[src/rtl/pwr_seq_ctrl.sv]
// pwr_seq_ctrl: power-sequencing controller for one switchable domain (clock gate, isolation, retention, switch, reset)
module pwr_seq_ctrl #(
    parameter int ISO_DLY    = 2,
    parameter int RST_DLY    = 2,
    parameter int SW_TIMEOUT = 16
) (
    input  logic       clk,
    input  logic       rst_n,
    input  logic       pd_req,
    input  logic       pu_req,
    input  logic       pwr_ack,
    output logic       pwr_on,
    output logic       clk_en,
    output logic       iso_en,
    output logic       save,
    output logic       restore,
    output logic       dom_rst_n,
    output logic       busy,
    output logic       err_timeout,
    output logic [3:0] state_o
);
    typedef enum logic [3:0] {
        OFF      = 4'd0,
        PSW_ON   = 4'd1,
        RESTORE  = 4'd2,
        RST_HOLD = 4'd3,
        ISO_OFF  = 4'd4,
        ON       = 4'd5,
        CG_OFF   = 4'd6,
        ISO_ON   = 4'd7,
        SAVE     = 4'd8,
        PSW_OFF  = 4'd9
    } state_t;

    localparam int CW = $clog2(SW_TIMEOUT + ISO_DLY + RST_DLY + 1);

    state_t        state, state_n;
    logic [CW-1:0] cnt, cnt_n;
    logic          ret_valid, ret_n, err_n;
    logic          pwr_on_nx, clk_en_nx, iso_en_nx, save_nx, restore_nx, dom_rst_n_nx, busy_nx;

    always_comb begin
        state_n = state;
        ret_n   = ret_valid;
        err_n   = err_timeout;
        case (state)
            ON:       if (pd_req) state_n = CG_OFF;
            CG_OFF:   state_n = ISO_ON;
            ISO_ON:   if (cnt == CW'(ISO_DLY - 1)) state_n = SAVE;
            SAVE: begin
                state_n = PSW_OFF;
                ret_n   = 1'b1;
            end
            PSW_OFF: begin
                if (!pwr_ack) state_n = OFF;
                else if (cnt == CW'(SW_TIMEOUT - 1)) begin
                    state_n = OFF;
                    err_n   = 1'b1;
                end
            end
            OFF:      if (pu_req) state_n = PSW_ON;
            PSW_ON: begin
                // an ack on the final wait cycle takes priority over the timeout
                if (pwr_ack) state_n = ret_valid ? RESTORE : RST_HOLD;
                else if (cnt == CW'(SW_TIMEOUT - 1)) begin
                    state_n = OFF;
                    err_n   = 1'b1;
                end
            end
            RESTORE:  state_n = RST_HOLD;
            RST_HOLD: if (cnt == CW'(RST_DLY - 1)) state_n = ISO_OFF;
            ISO_OFF:  state_n = ON;
            default:  state_n = OFF;
        endcase
        cnt_n        = (state_n == state) ? cnt + CW'(1) : '0;
        pwr_on_nx    = !(state_n inside {OFF, PSW_OFF});
        clk_en_nx    = state_n == ON;
        iso_en_nx    = !(state_n inside {ON, CG_OFF, ISO_OFF});
        save_nx      = state_n == SAVE;
        restore_nx   = state_n == RESTORE;
        dom_rst_n_nx = !(state_n inside {OFF, PSW_ON, RESTORE, RST_HOLD});
        busy_nx      = !(state_n inside {ON, OFF});
    end

    always_ff @(posedge clk) begin
        if (!rst_n) begin
            state       <= OFF;
            cnt         <= '0;
            ret_valid   <= 1'b0;
            err_timeout <= 1'b0;
            pwr_on      <= 1'b0;
            clk_en      <= 1'b0;
            iso_en      <= 1'b1;
            save        <= 1'b0;
            restore     <= 1'b0;
            dom_rst_n   <= 1'b0;
            busy        <= 1'b0;
        end else begin
            state       <= state_n;
            cnt         <= cnt_n;
            ret_valid   <= ret_n;
            err_timeout <= err_n;
            pwr_on      <= pwr_on_nx;
            clk_en      <= clk_en_nx;
            iso_en      <= iso_en_nx;
            save        <= save_nx;
            restore     <= restore_nx;
            dom_rst_n   <= dom_rst_n_nx;
            busy        <= busy_nx;
        end
    end

    assign state_o = state;
endmodule

[config.mk]
export PLATFORM = sky130hd
export DESIGN_NAME = pwr_seq_ctrl
export DESIGN_NICKNAME = d
export VERILOG_FILES = /design/src/rtl/pwr_seq_ctrl.sv
export SDC_FILE = /design/constraint.sdc
export NUM_CORES = 1
export LEC_CHECK = 0
export ABC_CLOCK_PERIOD_IN_PS = 3150
export BUFFER_PORTS_ARGS = -buffer_cell sky130_fd_sc_hd__buf_2
export CORE_UTILIZATION = 45
export CTS_CLUSTER_DIAMETER = 30
export DETAILED_ROUTE_END_ITERATION = 6
export PLACE_DENSITY = 0.76
export SLEW_MARGIN = 5
export SYNTH_ARGS = -nofsm -noshare
export SYNTH_HDL_FRONTEND = slang
export SYNTH_SLANG_ARGS = --single-unit
[constraint.sdc]
create_clock -name clk -period 3.15 [get_ports clk]
set_clock_uncertainty 0.05 [all_clocks]
set_input_delay 0.315 -clock clk [delete_from_list [all_inputs] [get_ports clk]]
set_output_delay 0.315 -clock clk [all_outputs]
set_load 0.02 [all_outputs]
# Word-level counts from Yosys, hierarchy flattened

Cells that the tools add are included.

Register bits: 18
Bits of input ports: 5
Output and inout bits: 12
Logic and storage cells: 60

Add/sub/neg operators: 1
Equality and inequality tests: 22
Mux-type cells: 13
Reductions and logical operators: 13

Operators with widths:

| cell                                                | count |
|---|---|
| case mux 4 bit (10 select lines)                    | 1 |
| equality test 4 x 3 -> 1 bit, second input constant | 7 |
| two-way mux 4 bit                                   | 7 |
| equality test 4 x 2 -> 1 bit, second input constant | 4 |
| equality test 4 bit, second input constant          | 4 |
| equality test 4 x 1 -> 1 bit, second input constant | 2 |
| logical NOT 4 bit                                   | 2 |
| nonzero test 2 bit                                  | 3 |
| adder 5 x 1 -> 5 bit, second input constant         | 1 |
| equality test 5 x 1 -> 1 bit, second input constant | 1 |
| equality test 5 x 4 -> 1 bit, second input constant | 1 |
| equality test 4 bit                                 | 1 |
| logical NOT 1 bit                                   | 4 |
| two-way mux 1 bit                                   | 4 |
| != test 2 bit, second input constant                | 2 |
| nonzero test 4 bit                                  | 1 |
| AND reduction 3 bit                                 | 1 |
| nonzero test 3 bit                                  | 1 |
| case mux 1 bit (2 select lines)                     | 1 |
| AND reduction 2 bit                                 | 1 |

# Logic depth before layout (Yosys ltp)

Gate-level depths: netlist of run 1.

Depth after elaboration: 7
Gate-level depth with buffers: 8
Mapped depth without buffers: 8

# Least setup slack after synthesis of run 1

No wires, ideal clock.

Path type: flip-flop to flip-flop
Start: reg state[1] (netlist: state_o[1])
End: reg cnt[2]
Setup time: 127 ps
Arrival time: 1820 ps
Required time: 2973 ps
Path slack: 1153 ps
Stages on the path, launching flop included: 7
Path buffers: 1
Clock period less this slack: 1997 ps
Cell sequence: dfxtp_1 clkbuf_1 or3b_2 nor4b_4 nor4_4 xnor2_2 nor2_1

Word-level cells in the longest chain between the ends: 5

RTL lines:

| item                                 | RTL line | source |
|---|---|---|
| start: declaration                   | 37       | `state_t state, state_n;` |
| start signal: assignment             | 99       | `state <= state_n;` |
| two-way mux 4 bit                    | 56, 65   |  |
| two-way mux 4 bit (on tied branches) | 64, 55   |  |
| case mux 4 bit (10 select lines)     | 46       | `case (state)` |
| equality test 4 bit (*)              | 75       | `cnt_n = (state_n == state) ? cnt + CW'(1) : '0;` |
| AND reduction 2 bit (no line) (*)    | n/a      |  |
| end signal: assignment               | 100      | `cnt <= cnt_n;` |
| end: declaration                     | 38       | `logic [CW-1:0] cnt, cnt_n;` |

Mark *: on every way between the ends. The rest lies on a longest branch, timed or not.
A chain may end at the register's enable or synchronous reset.

# Worst setup path after layout of run 1

Start: reg state[0] (netlist: state_o[0])
End: reg cnt[2]

The elaborated chain is that of the path after synthesis.

==> results of run 1 <==
[power breakdown]
part / switching [uW] / internal, uW / total [uW]
registers: 15.6 / 241 / 256
logic: 62.8 / 52.1 / 115
clock network: 70.7 / 70.5 / 141
[through the flow]
stage / instances / util [%] / total power, uW / hold WS [ns] / setup slack, ns
detailed placement: 126 / 55.0 / 376 / 0.414 / 0.986
CTS: 130 / 57.0 / 517 / 0.233 / 0.974
global placement: 126 / 55.0 / 374 / 0.412 / 1.06
finish: 130 / 57.0 / 512 / 0.243 / 0.980
floorplan: 89 / - / 350 / 0.383 / 1.15
global route: 130 / 57.0 / 541 / 0.226 / 0.841
[cell type report]
class / count / area share, %
Multi-Input combinational cell: 61 / 48.4
Tap cell: 25 / 3.05
Sequential cell: 18 / 35.1
Clock buffer: 4 / 3.53
Inverter: 6 / 2.19
Timing Repair Buffer: 16 / 7.80
[worst min-delay path by stage]
stage | start | to
3_5_place_dp | err_timeout$_SDFFE_PN0P_ | err_timeout$_SDFFE_PN0P_
6_report | rst_n | pwr_on$_SDFF_PN0_
2_1_floorplan | rst_n | pwr_on$_SDFF_PN0_
3_3_place_gp | err_timeout$_SDFFE_PN0P_ | err_timeout$_SDFFE_PN0P_
4_1_cts | rst_n | pwr_on$_SDFF_PN0_
5_1_grt | rst_n | pwr_on$_SDFF_PN0_
[logic make-up (layout without fill, tap and decap cells)]
| group | count (synthesis) | in the layout |
|---|---|---|
| mux | 2 | 2 |
| simple gates | 40 | 40 |
| fa+ha+maj | 3 | 3 |
| xor+xnor | 4 | 4 |
| compound gates | 12 | 12 |
| flops | 18 | 18 |
| buf+inv | 10 | 26 |
[registers in the layout, summed over array words and instances (netlist names)]
name / flops
busy: 1
err_timeout: 1
save: 1
ret_valid: 1
dom_rst_n: 1
iso_en: 1
pwr_on: 1
restore: 1
clk_en: 1
state_o: 4
cnt: 5
[layer usage]
layer  part of all wire (%)  up-vias  GRT usage (%)  routed length [um]
met2                     42       15           23.9                 678
met3                    3.9        5           3.53                  64
met1                     52      305           26.0                 847
met4                    2.4        0           9.14                  39
li1                       -      341              -                   -
met5                      0        -              0                   0
[placed cells by master, fill, tap and decap left out, drive strengths merged, types with 2 or more instances in the layout]
| cell type | instances |
|---|---|
| xnor2 | 2 |
| or3b | 4 |
| nor4b | 2 |
| buf | 16 |
| nand3 | 2 |
| clkbuf | 4 |
| inv | 6 |
| mux2i | 2 |
| nor3b | 3 |
| a31oi | 2 |
| nor2b | 2 |
| a21oi | 3 |
| nor3 | 3 |
| dfxtp | 18 |
| ha | 3 |
| and3 | 2 |
| nor2 | 10 |
| nand2b | 2 |
| xor2 | 2 |
| nand2 | 4 |
==> results.txt, run 1 <==
----------------------------------------------------
[Status]
  Status ... completed

[Clock tree]
  Clock net sink count ... 18
  Clock Tree Root ... sky130_fd_sc_hd__clkbuf_4
  H-tree levels ... 1
  Number of hold buffers added after CTS ... 0
  Clock transition at the register clock pins on the worst setup and hold paths after CTS ... 0.10 ns
  Number of buffers inserted to repair setup after CTS ... 0
  Total CTS buffers ... 3
  Worst-Skew Late Latency ... 0.29 ns
  Maximum clock insertion buffer count ... 2
  Post-cts repair resize count ... 0
  CTS tree ... yes

[Setup path]
  Startpoint of the most critical setup path ... state_o[0]$_SDFF_PN0_
  Setup crit end kind ... flip-flop
  CP max stage cell ... sky130_fd_sc_hd__dfxtp_1
  Crit path kind ... flip-flop to flip-flop
  Reg2Reg Setup Slack ... 0.98 ns
  Path length in cells of the critical path ... 5
  Largest delay contributor family on the critical path ... simple AND/OR/NAND/NOR gates
  CP startpoint kind ... flip-flop
  Arrival time at the worst endpoint ... 2.30 ns
  Peak per-stage delay on the critical path ... 0.61 ns
  Worst setup path endpoint ... cnt[2]$_SDFF_PN0_
  Critical R2R Launch ... state_o[0]$_SDFF_PN0_
  Critical path data required time ... 3.28 ns
  Capture instance of the worst register-to-register path ... cnt[2]$_SDFF_PN0_
  Bufs and invs on worst path ... 0
  Cell count of the worst reg-to-reg path ... 5
  Top fanout value on the critical path ... 13
  Cells along the critical path ... or3b_2 > nor4b_4 > nor4_4 > xnor2_2 > nor2_1

[Yosys]
  Simple-gate share of the synthesized area ... 33.1%
  Largest cells by area after synthesis ... sky130_fd_sc_hd__dfxtp_1 (40%), sky130_fd_sc_hd__nor4b_4 (5.3%), sky130_fd_sc_hd__ha_1 (4.2%)
  Main combinational cell family by area after synthesis ... simple AND/OR/NAND/NOR gates
  Compound-cell area share of the yosys netlist ... 11.0%
  Cell with the most instances after synthesis ... sky130_fd_sc_hd__dfxtp_1
  Primary FF master, synth ... sky130_fd_sc_hd__dfxtp_1
  Net count after synthesis ... 97
  Cell area after synthesis ... 898 um2
  Sequential fraction of the synthesis area ... 40.1%
  Most instantiated cells after synthesis ... sky130_fd_sc_hd__dfxtp_1 (18), sky130_fd_sc_hd__nor2_1 (10), sky130_fd_sc_hd__inv_1 (6), sky130_fd_sc_hd__nand2_1 (4), sky130_fd_sc_hd__or3b_2 (4)
  Synthesized-area fraction occupied by xor and xnor cells ... 4.74%
  Number of unique standard cell types used by synthesis ... 34
  Adder-cell share of the synthesized area ... 4.18%
  Post-synthesis sequential element count ... 18
  Number of flops mapped to enable cells by yosys ... 0
  Multiplexer share of the synthesized area ... 2.23%
  Total number of yosys warnings ... 0
  Proportion of netlist area held by the largest area contributor ... 40.1%
  Gate count after technology mapping ... 89
  Mean cell area of the mapped netlist ... 10.1 um2
  Synth area leader ... sky130_fd_sc_hd__dfxtp_1
  Ys async rst share ... 0%

[Timing]
  Hold Violations, Final ... 0
  Setup Total Neg Slack ... 0 ns
  Final worst-path cycle share ... 68.9%
  Normalized max-slew margin ... 65.4%
  Maximum frequency from static timing analysis ... 0.461 GHz
  Slew of the pin with the lowest slew margin ... 0.516 ns
  Final count of pins violating max slew ... 0
  Setup violators final ... 0
  Fin crit period ... 2.17 ns
  Unrepaired setup endpoints after global routing ... false

[Floorplanning]
  Die span in y ... 46.7 um
  FP Rows ... 15
  Ports ... 17
  DIE WIDTH ... 46.7 um
  Starting density of the core ... 49.9%
  Die Area ... 2180 um2
  Core Footprint ... 1800 um2

[GRT]
  Number of global-route vias before repair ... 599
  Total congestion overflow after global routing ... 0
  Wire length of the first global-routing pass ... 2.67 mm
  Pin count of the biggest net entering global routing ... 14
  Tot GR Track Use ... 17.7%
  Number of antenna violations at the first check in global routing ... 0

[Place]
  Count of port buffers added during placement ... 16
  Dpl hpwl ... 1.25 mm
  RD Place Congestion ... 0.795
  Standard cell area after detailed placement ... 991 um2

[Routing]
  Average wire per cell in the routed design ... 12.5 um
  ANT nets after route ... 0
  Detailed-route vias per instance ... 5.12
  Drt first pass iters ... 4
  DRC Markers ... 0
  Total Routed Length ... 1.63 mm
  Via count ... 666
  Violation count after the first detailed-route iteration ... 17

[Power]
  Pwr/cell area ... 499 nW/um2
  Reported leakage power ... 0.000469 uW
  VDD IR-drop max ... 313 uV

[Final layout]
  Post-layout instance area ... 1030 um2
  Post-layout net count ... 114
  Area used by sequential logic in the layout ... 360 um2
  Layout cell share with drive strength beyond 1 ... 36.2%
  FILL cells ... 173
  Area delta synth->final ... 14.3%
  Area of the multi-input gates ... 497 um2
  Ant. Diodes ... 0

[Min path]
  Hold Crit Depth ... 2
  Worst Hold Class ... input pin to flip-flop

[Job]
  Maxcap violations ... 0

----------------------------------------------------
No activity file was read; power rests on OpenSTA's default activity.
==> inputs of run 2 (changes only) <==
--- a/config.mk
+++ b/config.mk
@@ -5,12 +5,12 @@
 export SDC_FILE = /design/constraint.sdc
 export NUM_CORES = 1
 export LEC_CHECK = 0
-export ABC_CLOCK_PERIOD_IN_PS = 3150
+export ABC_CLOCK_PERIOD_IN_PS = 1900
 export BUFFER_PORTS_ARGS = -buffer_cell sky130_fd_sc_hd__buf_2
 export CORE_UTILIZATION = 45
 export CTS_CLUSTER_DIAMETER = 30
 export DETAILED_ROUTE_END_ITERATION = 6
-export PLACE_DENSITY = 0.76
+export PLACE_DENSITY = 0.79
 export SLEW_MARGIN = 5
 export SYNTH_ARGS = -nofsm -noshare
 export SYNTH_HDL_FRONTEND = slang
==> constraint.sdc (replaced) <==
create_clock -name clk -period 1.9 [get_ports clk]
set_clock_uncertainty 0.05 [all_clocks]
set_input_delay 0.19 -clock clk [delete_from_list [all_inputs] [get_ports clk]]
set_output_delay 0.19 -clock clk [all_outputs]
set_load 0.02 [all_outputs]
==> results.txt, run 2 (synthesis results as in run 1) <==
----------------------------------------------------
[Power]
  Pwr/cell area ... 768 nW/um2 (+54%)
  Switching share of power ... 29.0% (-0.13 points)
  Cell internal pwr ... 676 uW (+86%)
  Share of power burned in combinational logic ... 31.9% (+9.5 points)
  Power share of the sequential group ... 44.0% (-6.0 points)
  Post-layout total power ... 951 uW (+86%)
  Reported leakage power ... 0.000555 uW (+18%)
  Clk pwr share ... 24.1% (-3.5 points)
  VDD IR-drop max ... 517 uV (+65%)
  Net switching power ... 275 uW (+85%)

[Timing]
  Maximum frequency from static timing analysis ... 0.531 GHz (+15%)
  Final worst-path cycle share ... 99.1% (+30 points)
  Setup violators final ... 0 (unchanged)
  Worst hold slack ... 0.149 ns (-0.0945 ns)
  Fin crit period ... 1.88 ns (-0.287 ns)
  Normalized max-slew margin ... 75.7% (+10 points)
  Hold Violations, Final ... 0 (unchanged)
  Unrepaired setup endpoints after global routing ... true
  Slew of the pin with the lowest slew margin ... 0.357 ns (-0.159 ns)
  Final count of pins violating max slew ... 0 (unchanged)

[Clock tree]
  H-tree levels ... 1 (unchanged)
  Worst-Skew Late Latency ... 0.29 ns (about the same)
  CTS tree ... yes
  Number of hold buffers added after CTS ... 0 (unchanged)
  Maximum clock insertion buffer count ... 2 (unchanged)
  Clock Tree Root ... sky130_fd_sc_hd__clkbuf_4
  Total CTS buffers ... 3 (unchanged)
  Clock transition at the register clock pins on the worst setup and hold paths after CTS ... 0.10 ns (about the same)
  Clock net sink count ... 18 (unchanged)

[Floorplanning]
  DIE WIDTH ... 46.7 um (unchanged)
  Core Footprint ... 1800 um2 (unchanged)
  FP Rows ... 15 (unchanged)
  Die span in y ... 46.7 um (unchanged)
  Die Area ... 2180 um2 (unchanged)
  Ports ... 17 (unchanged)
  Starting density of the core ... 49.9% (unchanged)

[Final layout]
  Post-layout instance area ... 1240 um2 (+21%)
  Layout cell share with drive strength beyond 1 ... 55.0% (+19 points)
  Commonest non-fill, non-tap cell in the layout ... sky130_fd_sc_hd__buf_2
  Post-layout net count ... 129 (+13%)
  Max reg flops ... 5 (unchanged)
  Area delta synth->final ... 37.9%
  Largest register by flop count ... cnt
  Top library cells by usage in the layout, fill and taps aside ... sky130_fd_sc_hd__buf_2 (16), sky130_fd_sc_hd__buf_4 (14), sky130_fd_sc_hd__dfxtp_1 (12)
  Ant. Diodes ... 0 (unchanged)

[Setup path]
  Top fanout value on the critical path ... 6 (-7)
  Setup crit end kind ... flip-flop
  CP startpoint kind ... flip-flop
  Reg2Reg Setup Slack ... 0.02 ns (-0.96 ns)
  Arrival time at the worst endpoint ... 2.01 ns (-0.29 ns)
  Critical path data required time ... 2.03 ns (-1.25 ns)
  Crit path kind ... flip-flop to flip-flop

[Routing]
  ANT nets after route ... 0 (unchanged)
  Total Routed Length ... 1.95 mm (+20%)
  Via count ... 760 (+14%)
  Average wire per cell in the routed design ... 13.4 um (+7.2%)
  Drt first pass iters ... 4 (unchanged)
  DRC Markers ... 0 (unchanged)
  Detailed-route vias per instance ... 5.24 (+2.3%)
  Violation count after the first detailed-route iteration ... 13 (-4)

[Status]
  Status ... completed

[Place]
  Count of port buffers added during placement ... 16 (unchanged)
  Standard cell area after detailed placement ... 1070 um2 (+7.8%)
  RD Place Congestion ... 0.779 (-1.9%)
  Dpl hpwl ... 1.33 mm (+6.8%)

[GRT]
  Wire length of the first global-routing pass ... 2.95 mm (+10%)
  Tot GR Track Use ... 19.4% (+1.7 points)
  Pin count of the biggest net entering global routing ... 11 (-3)
  Total congestion overflow after global routing ... 0 (unchanged)
  Number of antenna violations at the first check in global routing ... 0 (unchanged)
  Number of global-route vias before repair ... 672 (+12%)

[Job]
  Maxcap violations ... 0 (unchanged)

[Min path]
  Worst Hold Class ... input pin to flip-flop

----------------------------------------------------
-- run 2: cell count changes in the layout (fill, tap and decap cells not counted), sizes merged --
cell  before  now
buf       16   31
-- run 2: worst max-delay path: stages, from the launching register on --
cell and delay (ns):
sky130_fd_sc_hd__dfxtp_2 0.35, sky130_fd_sc_hd__buf_6 0.10, sky130_fd_sc_hd__ha_4 0.11, sky130_fd_sc_hd__nor4b_4 0.20
sky130_fd_sc_hd__buf_4 0.18, sky130_fd_sc_hd__buf_4 0.11, sky130_fd_sc_hd__nand2_1 0.06, sky130_fd_sc_hd__a21bo_4 0.25
sky130_fd_sc_hd__nand4b_1 0.20, sky130_fd_sc_hd__o311a_4 0.15
-- run 2: power groups by stage --
stage               Clock (uW)  Combinational [uW]  Sequential, uW
floorplan                    0                 152             439
global placement             0                 210             423
detailed placement           0                 216             425
CTS                        241                 243             417
global route               259                 327             421
finish                     229                 303             418
-- run 2: path summary, 6_finish.rpt --
check,depth (start not counted),endpoint,startpoint
max,9,busy$_SDFF_PN0_,cnt[0]$_SDFF_PN0_
min,2,pwr_on$_SDFF_PN0_,rst_n
max reg2reg,9,busy$_SDFF_PN0_,cnt[0]$_SDFF_PN0_
min reg2reg,2,err_timeout$_SDFFE_PN0P_,err_timeout$_SDFFE_PN0P_
-- run 2: layout make-up --
class | count | area (um2)
Multi-Input combinational cell | 61 | 584
Fill cell | 136 | 563
Sequential cell | 18 | 368
Timing Repair Buffer | 31 | 196
Clock buffer | 4 | 36.3
Tap cell | 25 | 31.3
Inverter | 6 | 22.5
-- run 2: through the flow --
step	utilization, %	TNS [ns]	cells	setup slack, ns
2_1_floorplan	-	0	89	0.0174
3_3_place_gp	59.3	-0.376	135	-0.0596
4_1_cts	63.3	0	141	0.0106
3_5_place_dp	59.3	-1.06	135	-0.154
5_1_grt	68.8	-0.450	145	-0.0814
6_report	68.8	0	145	0.0167
-- run 2: repair_timing --
item,4_1_cts,5_1_grt
resized for setup,5,13
gates cloned,0,0
pin swaps,4,3
setup buffers,2,4
setup endpoints to repair,12,14
-- run 2: layer usage --
layer | vias up | wire (um) | track usage, % | part of all wire, %
li1 | 374 | - | - | -
met1 | 353 | 881 | 26.8 | 45
met2 | 29 | 957 | 29.2 | 49
met3 | 4 | 80 | 3.53 | 4.1
met4 | 0 | 29 | 8.57 | 1.5
met5 | - | 0 | 0 | 0
